$ cat src/rtl/boot_loader.sv
// boot_loader: copies a BIOS image word by word into target memory, keeping a word count and
// additive checksum, and pulses done when the copy has finished.
module boot_loader #(
    parameter int DATA_WIDTH   = 32,
    parameter int ADDR_WIDTH   = 10,
    parameter int READ_LATENCY = 1
) (
    input  logic                  clk,
    input  logic                  reset,
    input  logic                  start,
    input  logic [ADDR_WIDTH-1:0] src_base,
    input  logic [ADDR_WIDTH-1:0] dst_base,
    input  logic [ADDR_WIDTH:0]   length,
    output logic [ADDR_WIDTH-1:0] src_addr,
    input  logic [DATA_WIDTH-1:0] src_q,
    output logic [ADDR_WIDTH-1:0] dst_addr,
    output logic [DATA_WIDTH-1:0] dst_data,
    output logic                  dst_we,
    output logic                  busy,
    output logic                  done,
    output logic [ADDR_WIDTH:0]   words_copied,
    output logic [DATA_WIDTH-1:0] checksum
);
    typedef enum logic [2:0] {IDLE, FETCH, WAIT, STORE, FINISH} state_t;
    state_t state, state_nx;
    logic [ADDR_WIDTH:0] len_r;
    logic [1:0] wcnt;
    logic last_wait, last_word;
    assign last_wait = wcnt == 2'(READ_LATENCY - 1);
    assign last_word = words_copied + (ADDR_WIDTH + 1)'(1) == len_r;
    assign dst_we = state == STORE;
    assign busy = state != IDLE;
    always_comb begin
        state_nx = state;
        case (state)
            IDLE:    if (start) state_nx = length == '0 ? FINISH : FETCH;
            FETCH:   state_nx = WAIT;
            WAIT:    state_nx = last_wait ? STORE : WAIT;
            STORE:   state_nx = last_word ? FINISH : FETCH;
            FINISH:  state_nx = IDLE;
            default: state_nx = IDLE;
        endcase
    end
    always_ff @(posedge clk) begin
        if (reset) state <= IDLE;
        else state <= state_nx;
    end
    // Address registers advance after each store so they already point at the next word;
    // after the last store they hold the final addresses.
    always_ff @(posedge clk) begin
        if (reset) begin
            src_addr     <= '0;
            dst_addr     <= '0;
            dst_data     <= '0;
            words_copied <= '0;
            checksum     <= '0;
            len_r        <= '0;
            wcnt         <= '0;
            done         <= 1'b0;
        end else begin
            done <= state == FINISH;
            case (state)
                IDLE: if (start) begin
                    src_addr     <= src_base;
                    dst_addr     <= dst_base;
                    len_r        <= length;
                    words_copied <= '0;
                    checksum     <= '0;
                end
                FETCH: wcnt <= '0;
                WAIT: begin
                    wcnt <= wcnt + 2'd1;
                    if (last_wait) dst_data <= src_q;
                end
                STORE: begin
                    words_copied <= words_copied + (ADDR_WIDTH + 1)'(1);
                    checksum     <= checksum + dst_data;
                    if (!last_word) begin
                        src_addr <= src_addr + ADDR_WIDTH'(1);
                        dst_addr <= dst_addr + ADDR_WIDTH'(1);
                    end
                end
                default: ;
            endcase
        end
    end
endmodule

$ cat config.mk
export PLATFORM = sky130hd
export DESIGN_NAME = boot_loader
export DESIGN_NICKNAME = d
export VERILOG_FILES = /design/src/rtl/boot_loader.sv
export SDC_FILE = /design/constraint.sdc
export NUM_CORES = 1
export LEC_CHECK = 0
export ABC_AREA = 0
export ABC_CLOCK_PERIOD_IN_PS = 3300
export CORE_UTILIZATION = 40
export DETAILED_ROUTE_END_ITERATION = 7
export PLACE_DENSITY_LB_ADDON = 0.2
export SYNTH_ARGS = -nofsm -noshare
export SYNTH_HDL_FRONTEND = slang
export SYNTH_SLANG_ARGS = --single-unit
$ cat constraint.sdc
create_clock -name clk -period 3.3 [get_ports clk]
set_input_delay 0.825 -clock clk [delete_from_list [all_inputs] [get_ports clk]]
set_output_delay 0.825 -clock clk [all_outputs]
set_load 0.005 [all_outputs]
==> results of run 1 <==
[worst register-to-register path: cells and delay by family, from the launching register on]
family | cells | cell delay, ps
muxes | 1 | 310
and+or+nand+nor | 2 | 560
DFF | 1 | 320
adders and majority gates | 1 | 360
AOI/OAI and AO/OA | 6 | 1300
[placed cells by master, fill, tap and decap left out, drive strengths merged, types with 7 or more instances in the layout]
cell type      netlist  final
xnor2               28     28
a22oi                9      9
clkbuf              43     14
and3                17     17
nor2                79     79
a22o                12     12
o31ai               10     10
nand2              144    144
nand4                8      8
ha                  35     35
o21ai               37     37
o221ai               9      9
xor2                 9      9
or3b                 9      9
nor3                19     19
nand3               22     22
a21o                12     12
buf                  7     18
dfxtp              112    112
o211ai              10     10
a31oi               16     16
nor2b                7      7
inv                 18     18
clkdlybuf4s50        0    162
a21oi              104    104
[path summary, 6_finish.rpt]
kind / endpoint / slack (ps)
min reg2reg: len_r[3] / 480
max reg2reg: checksum[31] / 350
max: checksum[31] / 350
min: len_r[3] / 480
[cell families (layout without fill, tap and decap cells)]
group | after synthesis | count (layout) | synth area share
AO/OA/AOI/OAI | 245 | 245 | 0.233
XOR/XNOR | 37 | 37 | 0.0494
adder cells (fa/ha/maj) | 36 | 36 | 0.0698
buffers and inverters | 68 | 214 | 0.0421
flip-flops | 112 | 112 | 0.342
multiplexers | 5 | 5 | 0.00801
AND/OR/NAND/NOR | 351 | 351 | 0.256
[power by group]
part / total (mW) / switching (mW) / internal (mW) / leakage [nW]
registers: 1.78 / 0.223 / 1.56 / 0.910
clock network: 1.13 / 0.513 / 0.614 / 0.141
logic: 1.76 / 0.945 / 0.814 / 2.38
total: 4.67 / 1.68 / 2.99 / 3.43
[state kept, by name, indices dropped and copies added, names as in the netlist]
register      flops
checksum         32
src_addr         10
dst_data         32
state             3
done              1
dst_addr         10
words_copied     11
len_r            11
wcnt              2
[layout make-up]
cell class	instances	area, µm²
Fill cell	1550	7260
Multi-Input combinational cell	674	4050
Sequential cell	112	2240
Timing Repair Buffer	180	1760
Tap cell	216	270
Clock buffer	14	254
Inverter	18	67.6
Clock inverter	2	38.8
[routing by layer]
metal  track usage  vias to the layer above  wire length, µm
met2         0.383                      165             8860
li1              -                     3338                -
met3        0.0525                       13             1080
met4        0.0554                        0              182
met5             0                        -                0
met1         0.292                     3064             8630
==> impl_metrics.toml, run 1 <==
[detailed_routing]
avgRoutedWirePerCell_um = 15.4
drt_wirelength_mm = 18.8
drt_pre_antenna_iters = 4
avgViaCountPerCell = 5.41
remaining_drc_errors = 0
final_antenna_net_count = 0
drt_iter0_markers = 372
vias = 6580

[place]
dp_hpwl_mm = 13.0
placedInstanceArea_um2 = 8390
dp.cells = 1200
globalplace.congestion = 0.873
io_buffer_count = 163
post-place-ws_ps = 347

[critical_path]
timing.critical_path.slowest_stage_cell = "sky130_fd_sc_hd__or4_1"
worstSetupEndpointType = "register"
worstSetupPathType = "register to register"
critPathLaunchType = "register"
path_common_cell = "sky130_fd_sc_hd__a31oi_1"
cp-startpoint = "dst_data[4]"
critical_path_s_largest_stage_delay_ps = 480
regToRegStartpoint = "dst_data[4]"
critical_path_buf_inv_count = 0
path_delay_family = "compound AO/OA/AOI/OAI gates"
worstPathCellList = "ha_1 -> o211ai_1 -> o21a_1 -> o21bai_1 -> a31oi_1 -> a22oi_2 -> a31oi_1 -> or4_1 -> nand2_1 -> mux2_1"
arrival_ps = 3190
critical_path_required_ps = 3540
cp.depth = 10
critPathMaxFanout = 5
worstRegToRegCells = 10

[die]
fp.dieArea_um2 = 16900
initial_core_util = 0.412
coreArea_um2 = 15900
core.rowCount = 46
dieWidth_um = 130
floorplan.io_pins = 164
die_h_um = 130

[logic_synthesis]
synth_top_cell_area_share = 0.342
yosys_warnings = 0
synth_commonest_cells = "144 x sky130_fd_sc_hd__nand2_1, 112 x sky130_fd_sc_hd__dfxtp_1, 104 x sky130_fd_sc_hd__a21oi_1"
synth-edff-count = 0
yosysUniqueCellTypes = 67
number_of_standard_cells_after_synthesis = 854
post-synth-top-count-cell = "sky130_fd_sc_hd__nand2_1"
netlist_top_cells_area = "sky130_fd_sc_hd__dfxtp_1 34%, sky130_fd_sc_hd__nand2_1 8.2%, sky130_fd_sc_hd__a21oi_1 7.9%"
most_used_dff_post_synth = "sky130_fd_sc_hd__dfxtp_1"
flops_latches_synth = 112
async_flop_share = 0
seq_area_frac_synth = 0.342
synth_area_per_cell_um2 = 7.69
synth_top_area_cell = "sky130_fd_sc_hd__dfxtp_1"
post_synth_instance_area_um2 = 6560
postSynthNetCount = 956

[clock_tree]
cts_max_level = 3
cts-root-to-sink-buffers = 2
path_clk_slew_ps = 70
postCtsSetupRepairBufs = 0
cts_resized = 0
numCtsBuffers = 9
tritoncts_clock_tree = "done"
tritoncts_num_sinks = 112
cts-hold-fix-buffers = 0
library_cell_used_as_clock_root_buffer = "sky130_fd_sc_hd__clkbuf_16"
worstSkewPairLatency_ps = 360

[timing]
grt_setup_unrepaired = "false"
max-slew-margin-rel = 0.550
pins_over_slew_limit = 0
holdWs_ps = 477
timing.setup.tns_ps = 0
timing_hold_violations_final = 0
final_setup_slack_of_the_worst_path_ps = 354
fin_skew_ps = 6.68
achievable-frequency_ghz = 0.339
timing_worst_slew_pin_value_ps = 668
min_period_over_period = 0.893
final_setup_fails = 0
period_needed_ps = 2950

[grt]
grt_first_pass_wirelength_mm = 30.6
initial_antenna_violation_count = 0
grt_max_degree = 49
vias_in_the_first_global_route = 6127
overflow = 0
grt_usage = 0.227

[final_layout]
final_util = 0.545
final_net_count = 1097
final_design_area_no_fill_um2 = 8680
antenna_cells = 0
area_growth_syn_to_layout_pct = 32.3
drive_above_1_share = 0.0480
stdcell_count = 1216

[job]
max-cap-violations = 0

[power_and_ir_drop]
power.leakage_nw = 3.43
p_per_area_nw_per_um2 = 538
total_power_mw = 4.67
max_ir_drop_vdd_uv = 362

[worst_hold_path]
hold_path_origin = "len_r[3]"
worstHoldPathCells = 2
min-delay-path-class = "register to register"

[outcome]
run_status = "finished, final reports clean"
Note: power is estimated with default switching activity, not from simulation.
==> run 2, diff against run 1 <==
--- a/config.mk
+++ b/config.mk
@@ -8,6 +8,7 @@
 export ABC_AREA = 0
 export ABC_CLOCK_PERIOD_IN_PS = 3300
 export CORE_UTILIZATION = 40
+export CTS_BUF_LIST = sky130_fd_sc_hd__clkbuf_8
 export DETAILED_ROUTE_END_ITERATION = 7
 export PLACE_DENSITY_LB_ADDON = 0.2
 export SYNTH_ARGS = -nofsm -noshare
==> run 2 against run 1 <==
- final area is 1.2% lower
- worst setup slack improved by 11 ps
- clock skew increased by 7.4 ps
- fmax rose by 0.37%
- worst hold slack improved by 1.3 ps
- die area did not move
- cell count did not move
- flip-flop and latch count unchanged
- highest routed layer unchanged
- largest power group unchanged
- sequential share of layout area rose by 0.30 points
- global-route usage fell by 0.061 points
==> impl_metrics.toml, run 2 (synthesis gave the netlist of run 1 again) <==
[clock_tree]
cts-hold-fix-buffers = 0
cts_resized = 0
tritoncts_clock_tree = "done"
cts_max_level = 3
postCtsSetupRepairBufs = 0
tritoncts_num_sinks = 112
worstSkewPairLatency_ps = 390
library_cell_used_as_clock_root_buffer = "sky130_fd_sc_hd__clkbuf_8"
numCtsBuffers = 9
path_clk_slew_ps = 110
cts-root-to-sink-buffers = 2

[final_layout]
antenna_cells = 0
area_growth_syn_to_layout_pct = 30.7
largestRegisters = "checksum: 32 flops, dst_data: 32 flops"
final_cell_mix = "162 x sky130_fd_sc_hd__clkdlybuf4s50_1, 143 x sky130_fd_sc_hd__nand2_1, 112 x sky130_fd_sc_hd__dfxtp_1"
layout.cells.most_common = "sky130_fd_sc_hd__clkdlybuf4s50_1"
final_util = 0.538
final_net_count = 1097
drive_above_1_share = 0.0480

[timing]
grt_setup_unrepaired = "false"
timing_worst_slew_pin_value_ps = 668
final_setup_fails = 0
max-slew-margin-rel = 0.551
fin_skew_ps = 14.1
final_setup_slack_of_the_worst_path_ps = 365
achievable-frequency_ghz = 0.341
period_needed_ps = 2940
timing.setup.tns_ps = 0
min_period_over_period = 0.889
timing_hold_violations_final = 0
holdWs_ps = 478
pins_over_slew_limit = 0

[die]
core.rowCount = 46
dieWidth_um = 130
coreArea_um2 = 15900
fp.dieArea_um2 = 16900
initial_core_util = 0.412
floorplan.io_pins = 164
die_h_um = 130

[detailed_routing]
met3_length_um = 928
vias = 6594
drt_iter0_markers = 358
top_layer_used = "met4"
total_length_of_routed_met2_wires_mm = 8.87
drt_wirelength_mm = 18.7
remaining_drc_errors = 0
avgRoutedWirePerCell_um = 15.4
final_antenna_net_count = 0
met1_length_mm = 8.64
avgViaCountPerCell = 5.42
drt_pre_antenna_iters = 4

[power_and_ir_drop]
p_per_area_nw_per_um2 = 511
max_ir_drop_vdd_uv = 322
power.leakage_nw = 3.40
total_power_mw = 4.39

[worst_hold_path]
worstHoldPathCells = 2
worstHoldEndpoint = "len_r[5]"
min-delay-path-class = "register to register"
hold_path_origin = "len_r[5]"

[critical_path]
worstPathCellList = "ha_1 -> o211ai_1 -> o21a_1 -> o21bai_1 -> a31oi_1 -> a22oi_2 -> a31oi_1 -> or4_1 -> nand2_1 -> mux2_1"
critPathLaunchType = "register"
reg2reg_to = "checksum[31]"
r2r_setup_slack_ps = 360
critical_path_buf_inv_count = 0
regToRegStartpoint = "dst_data[4]"
critical_path_required_ps = 3590
worstRegToRegCells = 10
timing.critical_path.slowest_stage_cell = "sky130_fd_sc_hd__or4_1"
worstSetupEndpointType = "register"
critical_path_s_largest_stage_delay_ps = 480
path_common_cell = "sky130_fd_sc_hd__a31oi_1"
worstSetupPathType = "register to register"
arrival_ps = 3220
path_delay_family = "compound AO/OA/AOI/OAI gates"
critPathMaxFanout = 5

[grt]
overflow = 0
grt_max_degree = 49
initial_antenna_violation_count = 0
grt_usage = 0.227
grt_first_pass_wirelength_mm = 30.5
vias_in_the_first_global_route = 6153

[job]
max-cap-violations = 0

[outcome]
run_status = "finished, final reports clean"

[place]
io_buffer_count = 163
globalplace.congestion = 0.873
dp_hpwl_mm = 13.0
post-place-ws_ps = 347
## run 2: cell count changes in the layout (fill, tap and decap cells not counted), sizes merged
| cell | previous run | this run |
|---|---|---|
| inv | 18 | 22 |
| clkbuf | 14 | 10 |
## run 2: final cells by class
| cell class | count | area (µm²) |
|---|---|---|
| Clock buffer | 10 | 138 |
| Timing Repair Buffer | 180 | 1760 |
| Multi-Input combinational cell | 674 | 4050 |
| Inverter | 18 | 67.6 |
| Clock inverter | 6 | 53.8 |
| Sequential cell | 112 | 2240 |
| Tap cell | 216 | 270 |
| Fill cell | 1561 | 7360 |
## run 2: tightest hold or removal path: stages, from the launching register on
cell and delay (ps):
sky130_fd_sc_hd__dfxtp_1 330, sky130_fd_sc_hd__nand2_1 60, sky130_fd_sc_hd__a21oi_1 50
## run 2: worst max path at each step
stage | startpoint | slack, ps | cells past startpoint | endpoint
4_1_cts | dst_data[4] | 340 | 10 | checksum[31]
6_report | dst_data[4] | 360 | 10 | checksum[31]
3_3_place_gp | dst_data[4] | 470 | 10 | checksum[31]
2_1_floorplan | dst_data[14] | 660 | 10 | checksum[31]
3_5_place_dp | dst_data[4] | 350 | 10 | checksum[31]
5_1_grt | dst_data[0] | 120 | 12 | checksum[24]
## run 2: per-layer routing
metal  global-route usage  vias to the layer above
met3               0.0529                       15
li1                     -                     3340
met2                0.384                      168
met5                    0                        -
met4               0.0568                        0
met1                0.288                     3071
## run 2: where the power goes
group	switching, mW	leakage [nW]	internal (mW)
clock network	0.480	0.111	0.364
registers	0.222	0.910	1.56
logic	0.949	2.38	0.813
total	1.65	3.40	2.74
## run 2: through the flow
| step | cell area, µm² | cells |
|---|---|---|
| final | 8580 | 1216 |
| after global routing | 8580 | 1216 |
| after detailed placement | 8390 | 1200 |
| after floorplan | 6560 | 854 |
| after global placement | 8390 | 1200 |
| after CTS | 8580 | 1216 |
